File: src/rtl/ts_bus_arbiter.sv
// ts_bus_arbiter: shares the TurboSound-FM PSG bus between the CPU port
// decoder (CPU) and the register-dump player (PLY).
// The block arbitrates round-robin. It skips the chip-select command when the
// cached config already matches the granted config. It then runs the SEL, ADR
// and DAT bus steps, each with SETUP, STROBE and RECOVER phases of PHASE
// clocks, so that the sound block's 2-flop input synchroniser can sample them.
// Ports:
//   CLK, RESET_N          clock, async active-low reset
//   TS_RESET              sound block reset elsewhere; drops the config cache
//   CPU_REQ/CFG/REG/DAT   CPU transaction request (level) and payload
//   CPU_ACK               one-clock completion pulse to CPU
//   PLY_REQ/CFG/REG/DAT   player transaction request (level) and payload
//   PLY_ACK               one-clock completion pulse to player
//   BDIR, BC, DO          PSG bus towards the sound block
//   BUSY                  high whenever the sequencer is not idle
module ts_bus_arbiter #(
  parameter int unsigned PHASE = 4
) (
  input  logic       CLK,
  input  logic       RESET_N,
  input  logic       TS_RESET,
  input  logic       CPU_REQ,
  input  logic [2:0] CPU_CFG,
  input  logic [7:0] CPU_REG,
  input  logic [7:0] CPU_DAT,
  output logic       CPU_ACK,
  input  logic       PLY_REQ,
  input  logic [2:0] PLY_CFG,
  input  logic [7:0] PLY_REG,
  input  logic [7:0] PLY_DAT,
  output logic       PLY_ACK,
  output logic       BDIR,
  output logic       BC,
  output logic [7:0] DO,
  output logic       BUSY
);

  localparam int unsigned CW = 4;
  localparam logic [CW-1:0] CNT_LD = CW'(PHASE - 1);

  localparam logic [1:0] S_IDLE    = 2'd0;
  localparam logic [1:0] S_SETUP   = 2'd1;
  localparam logic [1:0] S_STROBE  = 2'd2;
  localparam logic [1:0] S_RECOVER = 2'd3;

  localparam logic [1:0] K_SEL = 2'd0;
  localparam logic [1:0] K_ADR = 2'd1;
  localparam logic [1:0] K_DAT = 2'd2;

  logic [1:0]    r_state, r_step;
  logic [CW-1:0] r_cnt;
  logic [2:0]    r_cfg, r_cache_cfg;
  logic [7:0]    r_reg, r_dat, r_do;
  logic          r_gnt_ply, r_last_ply, r_skip, r_cache_vld;
  logic          r_mask_cpu, r_mask_ply;
  logic          r_bdir, r_bc, r_busy, r_cpu_ack, r_ply_ack;

  logic [1:0]    w_nxt_state, w_nxt_step;
  logic [CW-1:0] w_nxt_cnt;
  logic [2:0]    w_nxt_cfg;
  logic [7:0]    w_nxt_reg, w_nxt_dat, w_nxt_do;
  logic          w_nxt_gply, w_nxt_last, w_nxt_skip;
  logic          w_nxt_bdir, w_nxt_bc, w_nxt_busy, w_nxt_ack;
  logic          w_cache_wr, w_last_cyc;
  logic          w_cpu_req, w_ply_req, w_gnt_cpu, w_gnt_ply;

  // A requester acknowledged last cycle may still hold REQ for one cycle.
  assign w_cpu_req  = CPU_REQ & ~r_mask_cpu;
  assign w_ply_req  = PLY_REQ & ~r_mask_ply;
  assign w_gnt_cpu  = w_cpu_req & (~w_ply_req | r_last_ply);
  assign w_gnt_ply  = w_ply_req & ~w_gnt_cpu;
  assign w_last_cyc = (r_cnt == '0);

  // Next-state logic: arbitration, phase counting and step sequencing.
  always_comb begin
    w_nxt_state = r_state;
    w_nxt_step  = r_step;
    w_nxt_cnt   = r_cnt;
    w_nxt_cfg   = r_cfg;
    w_nxt_reg   = r_reg;
    w_nxt_dat   = r_dat;
    w_nxt_gply  = r_gnt_ply;
    w_nxt_last  = r_last_ply;
    w_nxt_skip  = r_skip;
    w_cache_wr  = 1'b0;
    case (r_state)
      S_IDLE: begin
        if (w_gnt_cpu | w_gnt_ply) begin
          w_nxt_gply = w_gnt_ply;
          w_nxt_last = w_gnt_ply;
          w_nxt_cfg  = w_gnt_ply ? PLY_CFG : CPU_CFG;
          w_nxt_reg  = w_gnt_ply ? PLY_REG : CPU_REG;
          w_nxt_dat  = w_gnt_ply ? PLY_DAT : CPU_DAT;
          if (w_nxt_reg[7:3] == 5'b11111) begin
            // Register aliases a select command: acknowledge from a single
            // quiet RECOVER cycle without touching the bus.
            w_nxt_state = S_RECOVER;
            w_nxt_step  = K_DAT;
            w_nxt_cnt   = '0;
            w_nxt_skip  = 1'b1;
          end else begin
            w_nxt_state = S_SETUP;
            w_nxt_cnt   = CNT_LD;
            w_nxt_skip  = 1'b0;
            w_nxt_step  = (!r_cache_vld || TS_RESET || (r_cache_cfg != w_nxt_cfg))
                          ? K_SEL : K_ADR;
          end
        end
      end
      S_SETUP: begin
        if (w_last_cyc) begin
          w_nxt_state = S_STROBE;
          w_nxt_cnt   = CNT_LD;
        end else begin
          w_nxt_cnt = r_cnt - CW'(1);
        end
      end
      S_STROBE: begin
        if (w_last_cyc) begin
          w_nxt_state = S_RECOVER;
          w_nxt_cnt   = CNT_LD;
          w_cache_wr  = (r_step == K_SEL);
        end else begin
          w_nxt_cnt = r_cnt - CW'(1);
        end
      end
      S_RECOVER: begin
        if (w_last_cyc) begin
          if (r_step == K_DAT) begin
            w_nxt_state = S_IDLE;
          end else begin
            w_nxt_state = S_SETUP;
            w_nxt_cnt   = CNT_LD;
            w_nxt_step  = (r_step == K_SEL) ? K_ADR : K_DAT;
          end
        end else begin
          w_nxt_cnt = r_cnt - CW'(1);
        end
      end
      default: w_nxt_state = S_IDLE;
    endcase
  end

  // Bus and handshake outputs for the coming cycle, registered below.
  always_comb begin
    w_nxt_bdir = (w_nxt_state == S_STROBE);
    w_nxt_busy = (w_nxt_state != S_IDLE);
    w_nxt_ack  = (w_nxt_state == S_RECOVER) && (w_nxt_step == K_DAT) &&
                 (w_nxt_cnt == '0);
    w_nxt_bc   = 1'b0;
    w_nxt_do   = 8'hFF;
    if ((w_nxt_state != S_IDLE) && !w_nxt_skip) begin
      case (w_nxt_step)
        K_SEL: begin
          w_nxt_bc = 1'b1;
          w_nxt_do = {5'b11111, w_nxt_cfg};
        end
        K_ADR: begin
          w_nxt_bc = 1'b1;
          w_nxt_do = w_nxt_reg;
        end
        default: begin
          w_nxt_bc = 1'b0;
          w_nxt_do = w_nxt_dat;
        end
      endcase
    end
  end

  // State, payload and output registers.
  always_ff @(posedge CLK or negedge RESET_N) begin
    if (!RESET_N) begin
      r_state    <= S_IDLE;
      r_step     <= K_SEL;
      r_cnt      <= '0;
      r_cfg      <= '0;
      r_reg      <= '0;
      r_dat      <= '0;
      r_gnt_ply  <= 1'b0;
      r_last_ply <= 1'b1;
      r_skip     <= 1'b0;
      r_bdir     <= 1'b0;
      r_bc       <= 1'b0;
      r_do       <= 8'hFF;
      r_busy     <= 1'b0;
      r_cpu_ack  <= 1'b0;
      r_ply_ack  <= 1'b0;
      r_mask_cpu <= 1'b0;
      r_mask_ply <= 1'b0;
    end else begin
      r_state    <= w_nxt_state;
      r_step     <= w_nxt_step;
      r_cnt      <= w_nxt_cnt;
      r_cfg      <= w_nxt_cfg;
      r_reg      <= w_nxt_reg;
      r_dat      <= w_nxt_dat;
      r_gnt_ply  <= w_nxt_gply;
      r_last_ply <= w_nxt_last;
      r_skip     <= w_nxt_skip;
      r_bdir     <= w_nxt_bdir;
      r_bc       <= w_nxt_bc;
      r_do       <= w_nxt_do;
      r_busy     <= w_nxt_busy;
      r_cpu_ack  <= w_nxt_ack & ~w_nxt_gply;
      r_ply_ack  <= w_nxt_ack & w_nxt_gply;
      r_mask_cpu <= r_cpu_ack;
      r_mask_ply <= r_ply_ack;
    end
  end

  // Config cache; an external sound-block reset takes priority over a write.
  always_ff @(posedge CLK or negedge RESET_N) begin
    if (!RESET_N) begin
      r_cache_vld <= 1'b0;
      r_cache_cfg <= '0;
    end else if (TS_RESET) begin
      r_cache_vld <= 1'b0;
    end else if (w_cache_wr) begin
      r_cache_vld <= 1'b1;
      r_cache_cfg <= r_cfg;
    end
  end

  assign BDIR    = r_bdir;
  assign BC      = r_bc;
  assign DO      = r_do;
  assign BUSY    = r_busy;
  assign CPU_ACK = r_cpu_ack;
  assign PLY_ACK = r_ply_ack;

endmodule

File: config.mk
export PLATFORM = sky130hd
export DESIGN_NAME = ts_bus_arbiter
export DESIGN_NICKNAME = d
export VERILOG_FILES = /design/src/rtl/ts_bus_arbiter.sv
export SDC_FILE = /design/constraint.sdc
export NUM_CORES = 1
export LEC_CHECK = 0
export BUFFER_PORTS_ARGS = -buffer_cell sky130_fd_sc_hd__buf_2
export CAP_MARGIN = 20
export CORE_ASPECT_RATIO = 0.75
export CORE_MARGIN = 5
export CORE_UTILIZATION = 49
export DETAILED_ROUTE_END_ITERATION = 7
export GPL_TIMING_DRIVEN = 0
export HOLD_SLACK_MARGIN = 0.12
export PLACE_DENSITY = 0.76
export SYNTH_ARGS = -nofsm -noshare
export SYNTH_HDL_FRONTEND = slang
export SYNTH_SLANG_ARGS = --single-unit
export TNS_END_PERCENT = 50
File: constraint.sdc
create_clock -name CLK -period 2.3 [get_ports CLK]
set_input_delay 0.23 -clock CLK [delete_from_list [all_inputs] [get_ports CLK]]
set_output_delay 0.23 -clock CLK [all_outputs]
set_load 0.02 [all_outputs]
After elaboration in Yosys (flattened, before gate mapping) --
Cells that the tools add are included.
Operators by class: $add $sub $neg 1, equal/unequal tests 10, multiplexer cells 42, bitwise operators 14, reductions and logical operators 18
Operator list (number):
- two-way mux 8 bit | 7
- two-way mux 2 bit | 11
- two-way mux 4 bit | 4
- case mux 8 bit (2 select lines) | 1
- two-way mux 1 bit | 13
- == test 2 bit (second input constant) | 6
- case mux 4 bit (3 select lines) | 1
- two-way mux 3 bit | 3
- zero test 4 bit | 2
- case mux 2 bit (4 select lines) | 1
- bitwise AND 1 bit | 6
- zero test 2 bit | 3
- inverter 1 bit | 6
- == test 5 bit (second input constant) | 1
- == test 2 x 1 -> 1 bit (second input constant) | 2
- case mux 2 bit (2 select lines) | 1
- AND reduction 2 bit | 2
- nonzero test 2 bit | 2
- OR reduction 2 bit | 2
- subtractor 4 x 1 -> 4 bit (second input constant) | 1
- logical AND 1 bit | 3
- inequality test 3 bit | 1
- zero test 1 bit | 2
- logical OR 1 bit | 2
- bitwise OR 1 bit | 2
Word-level totals: register bits after elaboration 49, input port bits 43, output and inout bits 13

Depth between registers and ports, before layout --
depth after elaboration 18, depth in mapped cells 11, gate-level depth less buffers 9

Least setup slack after synthesis --
OpenSTA, ideal clock, no wires.
path kind reg2reg, start register r_state[0], end register r_cpu_ack (netlist: CPU_ACK), data arrival time 2.134 ns, path slack 0.099 ns, cell stages (with the launch flop) 10, path buffers 0, cell sequence dfrtp_1 inv_1 ha_1 o21bai_2 nor2_1 o21ai_2 o21ai_2 or4b_1 nor3b_2 and4b_1
Between the ends: word-level cells in the longest chain between the ends 6, elaborated cells on any way between the ends 20, those cells by class 5 x eq/ne; 8 x mux; 2 x bitwise; 5 x reduce/logical
RTL lines:
- start, declared | RTL line 50 | logic [1:0] r_state, r_step;
- start signal, assigned | RTL line 191 | r_state <= w_nxt_state;
- == test 2 bit or == test 2 x 1 -> 1 bit (tied branches) | RTL line 86 | case (r_state)
- OR reduction 2 bit (no line)
- case mux 4 bit (3 select lines) (*) | RTL line 86
- named net w_nxt_cnt[2] | RTL line 59 | logic [CW-1:0] w_nxt_cnt;
- zero test 4 bit (*) | RTL line 149 | (w_nxt_cnt == '0);
- logical AND 1 bit (*) | RTL line 148 | w_nxt_ack = (w_nxt_state == S_RECOVER) && (w_nxt_step == K_DAT) &&
- bitwise AND 1 bit (*) | RTL line 204 | r_cpu_ack <= w_nxt_ack & ~w_nxt_gply;
- end signal, assigned | RTL line 204
- end, declared | RTL line 56 | logic r_bdir, r_bc, r_busy, r_cpu_ack, r_ply_ack;
The timed path passes the listed nets; every way through them passes the cells marked *. A chain may end at the register's enable or synchronous reset.

Worst setup path after layout --
start register r_cnt[1], end register r_cpu_ack (netlist: CPU_ACK)
Between the ends: word-level cells in the longest chain between the ends 7, elaborated cells on any way between the ends 19, those cells by class 1 x add/sub; 2 x eq/ne; 11 x mux; 1 x bitwise; 4 x reduce/logical
RTL lines:
- start, declared | RTL line 51 | logic [CW-1:0] r_cnt;
- start signal, assigned | RTL line 193 | r_cnt <= w_nxt_cnt;
- branches (longest 5 deep; another with subtractor 4 x 1 -> 4 bit)
- logical AND 1 bit (*) | RTL line 148
- bitwise AND 1 bit (*) | RTL line 204
Every way passes the cells marked *.

==> results.json <==
{
  "status": "finished, violations left",
  "violations": "negative setup slack",
  "core_mm2": 0.005295,
  "drtIter0Drc": 140,
  "fp.dieH_um": 73.87,
  "synth_top_area_frac": 0.3756,
  "io_pins": 56,
  "cts_buffer_depth": 2,
  "max_slew_margin": 0.6892,
  "h-tree-depth": 2,
  "cts.sinks": 49,
  "startpoint_type": "flip-flop",
  "critPathMaxFanout": 6,
  "track_usage": 0.1874,
  "post-route-min-period_ns": 2.317,
  "rsz0062_at_grt": "yes",
  "antenna_cells": 0,
  "synth_cells": 253,
  "viasPerCell": 5.299,
  "path_class": "reg -> reg",
  "synth_top_family_by_area": "simple AND/OR/NAND/NOR gates",
  "syn2layout_area_growth_pct": 27.79,
  "final.setup.tns_ns": -0.03370,
  "critPathArrivalTime_ns": 2.56,
  "pwr-share-seq": 0.298,
  "ys_warn_count": 0,
  "routed-via-count": 2162,
  "finalHoldViolations": 0,
  "synthAdderAreaFrac": 0.02817,
  "p_sw_frac": 0.4014,
  "synthSimpleGateAreaFrac": 0.1939,
  "wirelength_um": 6478,
  "start_util": 0.5033,
  "layout-drive-gt1-share": 0.4114,
  "synth-seq-cells": 49,
  "synth_area_mm2": 0.002665,
  "die_w_um": 95.16,
  "dp_slack_ns": -0.1817,
  "drt_first_pass_iters": 4,
  "place_congestion": 0.8912,
  "synthMostInstantiatedCell": "dfrtp_1",
  "cp.required_ns": 2.54,
  "clk_latency_ns": 0.31,
  "grt_pass1_vias": 2030,
  "min_path_type": "in -> reg",
  "grt_pass1_wl_um": 9956,
  "antenna_found_initial": 0,
  "synth_compound_area_frac": 0.1573,
  "synth_seq_area_share": 0.4643,
  "syn_nets": 302,
  "cts_tree": "yes",
  "cellPowerDensity_mw_per_mm2": 1413,
  "synth.distinct_cells": 60,
  "synthTopCellsByArea": "dfrtp_1 38%, dfstp_2 8.9%, mux2i_1 7.9%, o21ai_0 4.1%, nand2_1 3.2%",
  "fmax_ghz": 0.4315,
  "cap_violations": 0,
  "portBuffers": 55,
  "tightest_slew_ns": 0.4629,
  "syn_avg_cell_area_um2": 10.53,
  "synthFlopType": "dfrtp_1",
  "max-vdd-ir-drop_mv": 0.6142,
  "dp_hpwl_um": 4492,
  "synth.largest_area_cell": "dfrtp_1",
  "numCtsBuffers": 5,
  "power_leakage_nw": 1.659,
  "async_flop_share": 1.000,
  "p_int_mw": 2.880,
  "pwr-share-comb": 0.569,
  "pwr-share-clk": 0.133,
  "finClkSkew_ns": 0.008873,
  "synth_edf_count": 0,
  "antenna_left": 0,
  "synth.top_cells.by_count": "40 x dfrtp_1, 23 x nand2_1, 22 x o21ai_0",
  "synth.area.mux_share": 0.1042,
  "rows": 23,
  "setup_violations": 2,
  "grt_max_degree": 50,
  "path_clk_slew_ns": 0.09,
  "root_buffer": "clkbuf_8",
  "maxSlewViolCount": 0,
  "remaining_drc_errors": 0,
  "overflow": 0,
  "yosys.area_share.xor_xnor": 0.006573,
  "final_nets": 381,
  "wl_per_cell_um": 15.88,
  "switchingPower_mw": 1.931,
  "min_period_over_period": 1.008,
  "timing.final.ws_setup_ns": -0.01739,
  "cp-end-kind": "flip-flop",
  "die_area_mm2": 0.007029
}
[cells in the final DEF, fill, tap and decap left out, drive strengths merged, types with 3 or more instances in the layout]
cell	n
a21o	5
a21oi	12
a31oi	4
and3	3
buf	79
clkbuf	9
dfrtp	40
dfstp	9
ha	6
inv	11
mux2	6
mux2i	21
nand2	24
nand2b	5
nand3	3
nor2	17
nor2b	7
nor3b	3
o21ai	28
or2	6
[cell type report]
class	instances	area [um2]
Timing Repair Buffer	73	425.4
Fill cell	455	1889
Sequential cell	49	1237
Buffer	9	77.57
Tap cell	75	93.84
Inverter	11	41.29
Clock buffer	7	86.33
Clock inverter	1	30.03
Multi-Input combinational cell	183	1414
[cell families after synthesis]
group / count (synthesis)
muxes: 27
AOI/OAI and AO/OA: 62
xor gates and xnor gates: 2
DFF: 49
buffers and inverters: 21
adders and majority gates: 6
and+or+nand+nor: 86
[per-stage QoR]
step | total power, mW | cell area (um2) | utilization | hold slack (ns) | std cells
final | 4.811 | 3406 | 0.6432 | 0.2483 | 408
after global routing | 5.171 | 3406 | 0.6432 | 0.2553 | 408
after CTS | 4.495 | 3252 | 0.6141 | 0.1469 | 401
after detailed placement | 3.603 | 3034 | 0.5730 | 0.3669 | 383
after global placement | 3.531 | 3034 | 0.5730 | 0.3637 | 383
after floorplan | 3.068 | 2665 | - | -0.06559 | 253
[final timing paths]
path | from | endpoint | slack, ns | cells after the start
worst max-delay path | r_cnt[1] | CPU_ACK | -0.02 | 10
worst min-delay path | TS_RESET | r_cache_vld | 0.25 | 3
worst max register to register | r_cnt[1] | CPU_ACK | -0.02 | 10
worst min register to register | CPU_ACK | r_mask_cpu | 0.38 | 0
max in group asynchronous | RESET_N | r_last_ply | 1.45 | 3
min in group asynchronous | RESET_N | BC | 0.30 | 2
[power groups by stage]
stage | sequential (mW) | clock (mW) | combinational [mW]
after CTS | 1.42 | 0.659 | 2.41
after global routing | 1.47 | 0.696 | 3.01
after global placement | 1.44 | 0 | 2.09
after floorplan | 1.54 | 0 | 1.53
after detailed placement | 1.45 | 0 | 2.15
final | 1.43 | 0.640 | 2.74
[layer usage]
metal | vias to the layer above | track usage | part of all wire | routed length (um)
li1 | 1043 | - | - | -
met1 | 1031 | 0.2695 | 0.48 | 3082
met2 | 81 | 0.2723 | 0.43 | 2788
met3 | 7 | 0.05732 | 0.080 | 519
met4 | 0 | 0.05280 | 0.013 | 87
met5 | - | 0 | 0 | 0
[critical path, stage by stage (launching register included)]
cell	delay, ns
dfrtp_1	0.42
inv_2	0.09
ha_4	0.15
nor3b_4	0.30
buf_4	0.17
nor2_1	0.03
nor2_1	0.12
nor2_2	0.06
or4b_4	0.52
nor3b_2	0.20
and4b_1	0.20
[repair_timing]
item	in CTS	in global routing
pin swaps	2	9
hold buffers	0	1
endpoints found under the hold margin	0	41
gates resized for setup	6	22
setup buffers	11	5
endpoints found under the setup margin	11	10
No activity file was read; power rests on OpenSTA's default activity.
